File: config.mk
export PLATFORM = sky130hd
export DESIGN_NAME = fpm_result_buffer
export DESIGN_NICKNAME = d
export VERILOG_FILES = /design/src/rtl/fpm_pkg.sv /design/src/rtl/fpm_sync_fifo.sv /design/src/rtl/fpm_result_buffer.sv
export SDC_FILE = /design/constraint.sdc
export NUM_CORES = 1
export LEC_CHECK = 0
export ABC_AREA = 0
export CAP_MARGIN = 20
export CORE_AREA = 8 8 120 122
export CTS_BUF_LIST = sky130_fd_sc_hd__clkbuf_4 sky130_fd_sc_hd__clkbuf_8
export CTS_CLUSTER_DIAMETER = 50
export DETAILED_ROUTE_END_ITERATION = 8
export DIE_AREA = 0 0 128 130
export PLACE_DENSITY = 0.7
export SETUP_SLACK_MARGIN = 0.3
export SLEW_MARGIN = 10
export SYNTH_ARGS = -nofsm -noshare
export SYNTH_HDL_FRONTEND = slang
export SYNTH_SLANG_ARGS = --single-unit
File: constraint.sdc
create_clock -name clk -period 3.15 [get_ports clk]
set_input_delay 0.4725 -clock clk [delete_from_list [all_inputs] [get_ports clk]]
set_output_delay 0.4725 -clock clk [all_outputs]
set_load 0.02 [all_outputs]
File: src/rtl/fpm_pkg.sv
// ---------------------------------------------------------------------------
// fpm_pkg : shared constants and helpers for the FPM result buffer
// Revision: 1.0
// ---------------------------------------------------------------------------
`default_nettype none

package fpm_pkg;

  localparam int FPM_LATENCY          = 11;
  localparam int FPM_DEPTH            = 4;
  localparam int FPM_DATA_W           = 32;
  localparam int FPM_FLAG_W           = 2;
  localparam int FPM_FLAG_ZERO_BIT    = 0;
  localparam int FPM_FLAG_INF_NAN_BIT = 1;

  // Classifies a single-precision result from its biased exponent field.
  function automatic logic [FPM_FLAG_W-1:0] fpm_special_flags(input logic [7:0] exponent);
    logic [FPM_FLAG_W-1:0] flags;
    flags                       = '0;
    flags[FPM_FLAG_ZERO_BIT]    = (exponent == 8'h00);
    flags[FPM_FLAG_INF_NAN_BIT] = (exponent == 8'hFF);
    return flags;
  endfunction

endpackage

`default_nettype wire

File: src/rtl/fpm_sync_fifo.sv
// ---------------------------------------------------------------------------
// fpm_sync_fifo : single-clock FIFO, power-of-two depth, registered head
// Revision: 1.0
// ---------------------------------------------------------------------------
`default_nettype none

module fpm_sync_fifo
  import fpm_pkg::*;
#(
  parameter int WIDTH = FPM_DATA_W,
  parameter int DEPTH = FPM_DEPTH
) (
  input  logic                         clk,
  input  logic                         rst_n,
  input  logic                         push_i,
  input  logic [WIDTH-1:0]             push_data_i,
  input  logic                         pop_i,
  output logic [WIDTH-1:0]             head_o,
  output logic                         valid_o,
  output logic [$clog2(DEPTH+1)-1:0]   count_o
);

  localparam int AW = $clog2(DEPTH);
  localparam int CW = $clog2(DEPTH+1);

  logic [WIDTH-1:0] mem_q [DEPTH];
  logic [AW-1:0]    rd_ptr_q, rd_ptr_d;
  logic [AW-1:0]    wr_ptr_q, wr_ptr_d;
  logic [CW-1:0]    count_q, count_d;
  logic             do_push;
  logic             do_pop;

  // Pointers wrap naturally because DEPTH is a power of two; count tells full from empty.
  assign do_push = push_i && (count_q != CW'(DEPTH));
  assign do_pop  = pop_i && (count_q != '0);

  always_comb begin
    rd_ptr_d = rd_ptr_q;
    wr_ptr_d = wr_ptr_q;
    count_d  = count_q;
    if (do_push) wr_ptr_d = wr_ptr_q + 1'b1;
    if (do_pop)  rd_ptr_d = rd_ptr_q + 1'b1;
    case ({do_push, do_pop})
      2'b10:   count_d = count_q + 1'b1;
      2'b01:   count_d = count_q - 1'b1;
      default: count_d = count_q;
    endcase
  end

  always_ff @(posedge clk) begin
    if (!rst_n) begin
      rd_ptr_q <= '0;
      wr_ptr_q <= '0;
      count_q  <= '0;
    end else begin
      rd_ptr_q <= rd_ptr_d;
      wr_ptr_q <= wr_ptr_d;
      count_q  <= count_d;
    end
  end

  always_ff @(posedge clk) begin
    if (do_push) mem_q[wr_ptr_q] <= push_data_i;
  end

  assign valid_o = (count_q != '0);
  assign head_o  = valid_o ? mem_q[rd_ptr_q] : '0;
  assign count_o = count_q;

  a_no_push_when_full: assert property (@(posedge clk) disable iff (!rst_n)
    !(push_i && (count_q == CW'(DEPTH))));

endmodule

`default_nettype wire

File: src/rtl/fpm_result_buffer.sv
// ---------------------------------------------------------------------------
// fpm_result_buffer : credit-tracked capture FIFO for fixed-latency FPM results
// Optional feature macro: FPM_SPECIAL_CASE_EN (adds per-entry out_flags)
// Revision: 1.0
// ---------------------------------------------------------------------------
`default_nettype none

module fpm_result_buffer
  import fpm_pkg::*;
#(
  parameter int LATENCY = FPM_LATENCY,
  parameter int DEPTH   = FPM_DEPTH
) (
  input  logic                         clk,
  input  logic                         rst_n,
  input  logic                         in_valid,
  output logic                         in_ready,
  input  logic [FPM_DATA_W-1:0]        SUM,
  output logic                         out_valid,
  input  logic                         out_ready,
  output logic [FPM_DATA_W-1:0]        out_data,
`ifdef FPM_SPECIAL_CASE_EN
  output logic [FPM_FLAG_W-1:0]        out_flags,
`endif
  output logic [$clog2(DEPTH+1)-1:0]   count
);

  localparam int IW = $clog2(LATENCY+1);
`ifdef FPM_SPECIAL_CASE_EN
  localparam int FW = FPM_DATA_W + FPM_FLAG_W;
`else
  localparam int FW = FPM_DATA_W;
`endif

  logic [LATENCY-1:0] tag_q, tag_d;
  logic [IW-1:0]      inflight_q, inflight_d;
  logic               issue;
  logic               push;
  logic [FW-1:0]      push_word;
  logic [FW-1:0]      head_word;

  assign issue = in_valid & in_ready;
  assign push  = tag_q[LATENCY-1];

  generate
    if (LATENCY > 1) begin : g_tag_shift
      assign tag_d = {tag_q[LATENCY-2:0], issue};
    end else begin : g_tag_single
      assign tag_d = issue;
    end
  endgenerate

  always_comb begin
    inflight_d = inflight_q;
    case ({issue, push})
      2'b10:   inflight_d = inflight_q + 1'b1;
      2'b01:   inflight_d = inflight_q - 1'b1;
      default: inflight_d = inflight_q;
    endcase
  end

  always_ff @(posedge clk) begin
    if (!rst_n) begin
      tag_q      <= '0;
      inflight_q <= '0;
    end else begin
      tag_q      <= tag_d;
      inflight_q <= inflight_d;
    end
  end

  // Every outstanding product already owns a FIFO slot, so a push can never meet a full FIFO.
  assign in_ready = (32'(count) + 32'(inflight_q)) < 32'(DEPTH);

`ifdef FPM_SPECIAL_CASE_EN
  assign push_word = {fpm_special_flags(SUM[30:23]), SUM};
  assign out_data  = head_word[FPM_DATA_W-1:0];
  assign out_flags = head_word[FW-1:FPM_DATA_W];
`else
  assign push_word = SUM;
  assign out_data  = head_word;
`endif

  fpm_sync_fifo #(
    .WIDTH (FW),
    .DEPTH (DEPTH)
  ) u_fifo (
    .clk         (clk),
    .rst_n       (rst_n),
    .push_i      (push),
    .push_data_i (push_word),
    .pop_i       (out_ready),
    .head_o      (head_word),
    .valid_o     (out_valid),
    .count_o     (count)
  );

endmodule

`default_nettype wire

Yosys cells after proc, flatten, opt, wreduce, memory -nomap -nowiden
Memories as Yosys holds them, arrays and structs flattened. A register that Yosys moved wholly into a read port is not among the register bits.
Cells that the tools add are included.

storage, ports and cells
  bits in registers = 22
  output and inout bits = 37
  memory bits (writable) = 128
  memories = 1
  input port bits = 36
  word-level logic and storage cells = 32

operators by class
  mux-type cells = 7
  reductions and logical operators = 5
  add/sub/neg operators = 7
  magnitude comparators = 1
  bitwise logic cells = 1
  equal/unequal tests = 5

memory list
  memory        depth  width  read ports  clocked after memory_dff  wr ports  RTL line             RTL
  u_fifo.mem_q  4      32     1           1                         1         fpm_sync_fifo.sv:26  logic [WIDTH-1:0] mem_q [DEPTH];

operator list
  cell                 count
  $mux 32              1
  $pmux 4 s2           1
  $pmux 3 s2           1
  $add 3x4->5          1
  $lt 5x3->1 const B   1
  $add 2x1->2 const B  2
  $add 4x1->4 const B  1
  $eq 2x1->1 const B   2
  $eq 2x2->1 const B   2
  $mux 2               2
  $reduce_bool 2->1    2
  $sub 4x1->4 const B  1
  $add 3x1->3 const B  1
  $ne 3x3->1 const B   1
  $reduce_bool 3->1    1
  $sub 3x1->3 const B  1
  $logic_and 1x1->1    2
  $mux 1               2
  $and 1x1->1          1

Longest topological paths before layout
  depth in word-level cells = 5
  gate-level depth with buffers = 10
  gate-level depth less buffers = 10

Hierarchy
Synthesis repeated with hierarchy kept, for this count alone.

unflattened totals
  cell total of the unflattened synthesis = 312
  area, all modules = 5926.9 sq um

modules (own cells, without submodules)
  module             seq. area each (sq um)  instances  cells an instance  area each (sq um)
  fpm_sync_fifo      4023.9                  1          256                5320.1
  fpm_result_buffer  300.3                   1          56                 606.8

Worst setup path after synthesis
No wires, ideal clock.

  path kind = register -> register
  start point = register u_fifo.count_q[2] (netlist: u_fifo.count_o[2])
  end point = register inflight_q[3]
  arrival time = 2966 ps
  stages on the path, launching flop included = 11
  clock period less this slack = 3037 ps
  required time = 3078 ps
  setup slack = 113 ps
  setup time = 72 ps
  path through = dfxtp_1 ha_1 or4_4 a31oi_2 nand2_1 ha_1 ha_1 a21o_1 a21oi_1 mux2i_1 mux2i_1

between the ends
  longest elaborated chain between the ends = 5

ends and longest elaborated chain
  what                                             RTL line                 RTL
  start: declaration                               fpm_sync_fifo.sv:29      logic [CW-1:0] count_q, count_d;
  start signal: assignment                         fpm_sync_fifo.sv:58      count_q <= count_d;
  $add 3x4->5 *                                    fpm_result_buffer.sv:73  assign in_ready = (32'(count) + 32'(inflight_q)) < 32'(DEPTH);
  $lt 5x3->1 *                                     fpm_result_buffer.sv:73
  net in_ready                                     fpm_result_buffer.sv:17  output logic in_ready,
  $and 1x1->1 *                                    fpm_result_buffer.sv:42  assign issue = in_valid & in_ready;
  $eq 2x1->1 or $eq 2x2->1 (tied branches)         fpm_result_buffer.sv:55  case ({issue, push})
  $pmux 4 s2 or $reduce_bool 2->1 (tied branches)  -
  end signal: assignment                           fpm_result_buffer.sv:68  inflight_q <= inflight_d;
  end: declaration                                 fpm_result_buffer.sv:36  logic [IW-1:0] inflight_q, inflight_d;

Mark *: on every way through the listed nets, which the timed path passes. The rest lies on a longest branch.
A chain may end at the register's enable or synchronous reset.

Worst setup path in the final report
  start point = register u_fifo.count_q[2] (netlist: u_fifo.count_o[2])
  end point = register inflight_q[3]

between the ends
  longest elaborated chain between the ends = 5

ends and longest elaborated chain
  what                                             RTL line
  $add 3x4->5 *                                    fpm_result_buffer.sv:73
  $lt 5x3->1 *                                     fpm_result_buffer.sv:73
  $and 1x1->1 *                                    fpm_result_buffer.sv:42
  $eq 2x1->1 or $eq 2x2->1 (tied branches)         fpm_result_buffer.sv:55
  $pmux 4 s2 or $reduce_bool 2->1 (tied branches)  -

Mark *: on every way between the ends. The rest lies on a longest branch, timed or not.

==> summary.txt <==
Synth
  • Post-synth EDFFs: ~130
  • Top cell type's share of synthesized area: 0.647
  • Synth Flop Type: edfxtp_1
  • Top cells by count, synth: edfxtp_1 (128), and2_1 (53), mux4_2 (32)
  • Post-Syn Nets: 356
  • FF+latch count, synth: 152
  • Warnings, synthesis: 0
  • Post-synth ARST share: 0
  • Sequential share of the synthesized area: 0.728
  • Count leader, synth: edfxtp_1
  • Synthesized instance count: 308
  • Cell taking the most area after synthesis: edfxtp_1
  • Mapped cell area: 5940 sq um
  • Avg Inst Size Synth: 19.3 sq um
  • Synth area leaders: edfxtp_1 (65%), mux4_2 (12%), dfxtp_1 (8.1%)
  • Library cells used by synthesis: 29

Routing
  • Via/cell ratio: 5.01
  • Post-Route WL: 10.4 mm
  • Vias: 2,903
  • # DRC: 0
  • Routed WL per cell: about 18 um
  • Starting DRC count in detailed routing: 148
  • Drt pass-1 iters: 4
  • Post-DRT Antenna Nets: 0

Min path
  • Worst Hold Depth: 1
  • Hold WC Path Type: reg2reg

Job
  • Maxcap violations: 0

STA
  • Min Clock Period, post-route: 2.76 ns
  • Setup_tns: 0 ns
  • Final setup viols: 0
  • Fin crit share: 0.878
  • Final-report hold violation count: 0
  • Fin Clk Skew: 0.0100 ns
  • Max Slew Vio Count: 0
  • Fmax: 362 MHz
  • Worst Tran Pin Value: 0.601 ns
  • RSZ-0062 raised after global routing: no
  • Min Hold Slack: 0.439 ns
  • Max-slew headroom: 0.598

Setup path
  • Number of cells on the critical path: 10
  • CP top delay family: adder cells
  • Critical Path AT: about 3.1 ns
  • Required time worst endpoint: between 3 and 4 ns
  • Crit-path max FO: 6
  • Crit-path max cell delay: between 0.5 and 0.6 ns
  • Reg2Reg Depth: 10
  • Crit end category: flip-flop
  • CP bufs+invs: 1
  • CP Cell Sequence: ha_1 -> or4_4 -> a31oi_4 -> nand2_1 -> ha_2 -> buf_4 -> ha_1 -> a21oi_2 -> mux2i_1 -> mux2i_1
  • Slowest CP cell: or4_4
  • Critical path class: reg2reg
  • Critical Path Source Type: flip-flop

Place
  • Port Buf Inserts: 72
  • Placed instance count: 548
  • HPWL Detailed: 6.71 mm
  • Placer Congestion: between 0.7 and 0.8

Power and ir drop
  • Switching part of the total: 0.183
  • Combinational fraction of design power: 0.023
  • Pwr Density: around 520 nW/um^2
  • Net switching power: 0.000702 W
  • Clk pwr share: 0.410
  • Tot Pwr: approximately 0.0038 W
  • Internal: 0.00314 W
  • Pleak: ~2.4 nW
  • Seq pwr share: 0.567
  • VDD IR-drop max: 0.329 mV

Clock network
  • Hold-fix buffers, CTS: 0
  • CTS clk-pin slew, worst paths: 0.08 ns
  • Sinks on Clock Net: 152
  • Clock buffer depth: 2
  • CTS buffer count: 17
  • CTS tree: yes
  • H-tree levels: 4
  • Root Buffer: clkbuf_8
  • Clock latency on the worst-skew pair: 0.44 ns

Global route
  • Met3 Usage GRT: 0.0518
  • Vias in the first global route: 3,150
  • Busiest grt layer: met2
  • Number of antenna violations at the first check in global routing: 0
  • Grt ovf: 0
  • First-pass GRT wire length: 16.3 mm
  • Pin count of the biggest net entering global routing: 27
  • All-Layer GR Usage: 0.134
  • Met2 GRT Util: 0.222
  • Met1 track demand over resource: 0.150

Cells and area
  • Share of cells above drive strength 1: 0.206
  • Final Non-Filler Cells: just under 600
  • Layout area overhead: 24.6%
  • # diodes: 0
  • Nets: 446

Die
  • Core Region: 12,400 sq um
  • Die area: between 15,000 and 20,000 sq um
  • Width of the die: between 100 and 150 um
  • I/O pins: between 70 and 80
  • Chip Height: 130 um
  • Initial core utilization: 0.479
  • # rows: 41

Run status
  • Status: finished clean
[state kept, by name (all words and copies together) (netlist names), named ones only]
register	flops
u_fifo.count_o	3
inflight_q	4
u_fifo.wr_ptr_q	2
u_fifo.mem_q	128
tag_q	11
u_fifo.rd_ptr_q	2
[layout by cell type, fill, tap and decap left out, types with 2 or more instances in the layout]
cell	count
nor2b_1	3
xnor2_1	4
and2_1	49
mux2i_1	3
bufinv_16	5
fa_1	2
dfxtp_4	2
xor2_1	2
and2_2	4
mux4_2	32
ha_1	9
inv_1	10
dfxtp_1	21
buf_4	6
edfxtp_1	128
nor2_1	2
buf_12	6
nand2_1	5
o21ai_0	4
clkdlybuf4s50_1	71
clkbuf_8	17
a31oi_4	2
clkinv_1	4
[cells by family after synthesis]
kind of cell / count (synthesis) / synth area share
multiplexers: 35 / 0.126
adder cells (fa/ha/maj): 12 / 0.0278
buffers and inverters: 23 / 0.0215
XOR/XNOR: 7 / 0.0116
AND/OR/NAND/NOR: 70 / 0.0726
AO/OA/AOI/OAI: 9 / 0.0124
flip-flops: 152 / 0.728
[power groups by stage]
stage	combinational (W)	sequential, W	clock, W
after floorplan	0.0000202	0.00223	0
after global placement	0.0000822	0.00223	0
after detailed placement	0.0000864	0.00223	0
after CTS	0.0000870	0.00218	0.00161
after global routing	0.0000954	0.00218	0.00169
final	0.0000867	0.00218	0.00158
[timing repair]
item | 4_1_cts | 5_1_grt
setup buffers | 1 | 2
pin swaps | 0 | 1
resized for setup | 4 | 2
endpoints found under the setup margin | 32 | 1
cloned | 0 | 0
[path summary, 6_finish.rpt]
kind / startpoint / endpoint / slack, ns
max: u_fifo.count_o[2] / inflight_q[3] / 0.39
max reg2reg: u_fifo.count_o[2] / inflight_q[3] / 0.39
min reg2reg: tag_q[1] / tag_q[2] / 0.44
min: tag_q[1] / tag_q[2] / 0.44
[through the flow]
step | utilization | setup WS [ns] | cell area [sq um]
after detailed placement | 0.560 | 0.321 | 6950
after global placement | 0.560 | 0.431 | 6950
final | 0.596 | 0.386 | 7400
after floorplan | - | 0.323 | 5950
after CTS | 0.595 | 0.335 | 7380
after global routing | 0.596 | 0.263 | 7400
[area by class of cell]
type | count | area (sq um)
inverter | 10 | 37.5
fill | 934 | 5010
clock buffer | 17 | 234
clock inverter | 11 | 181
sequential | 152 | 4330
multi-input combinational | 133 | 1520
timing repair buffer | 84 | 885
tap | 172 | 215
[layer usage]
layer  vias to the layer above  wire (um)
met1                      1461       4480
met2                        77       5150
met5                         -          0
met3                        16        649
met4                         0        165
li1                       1349          -
Power figures use the tool's default switching activity.
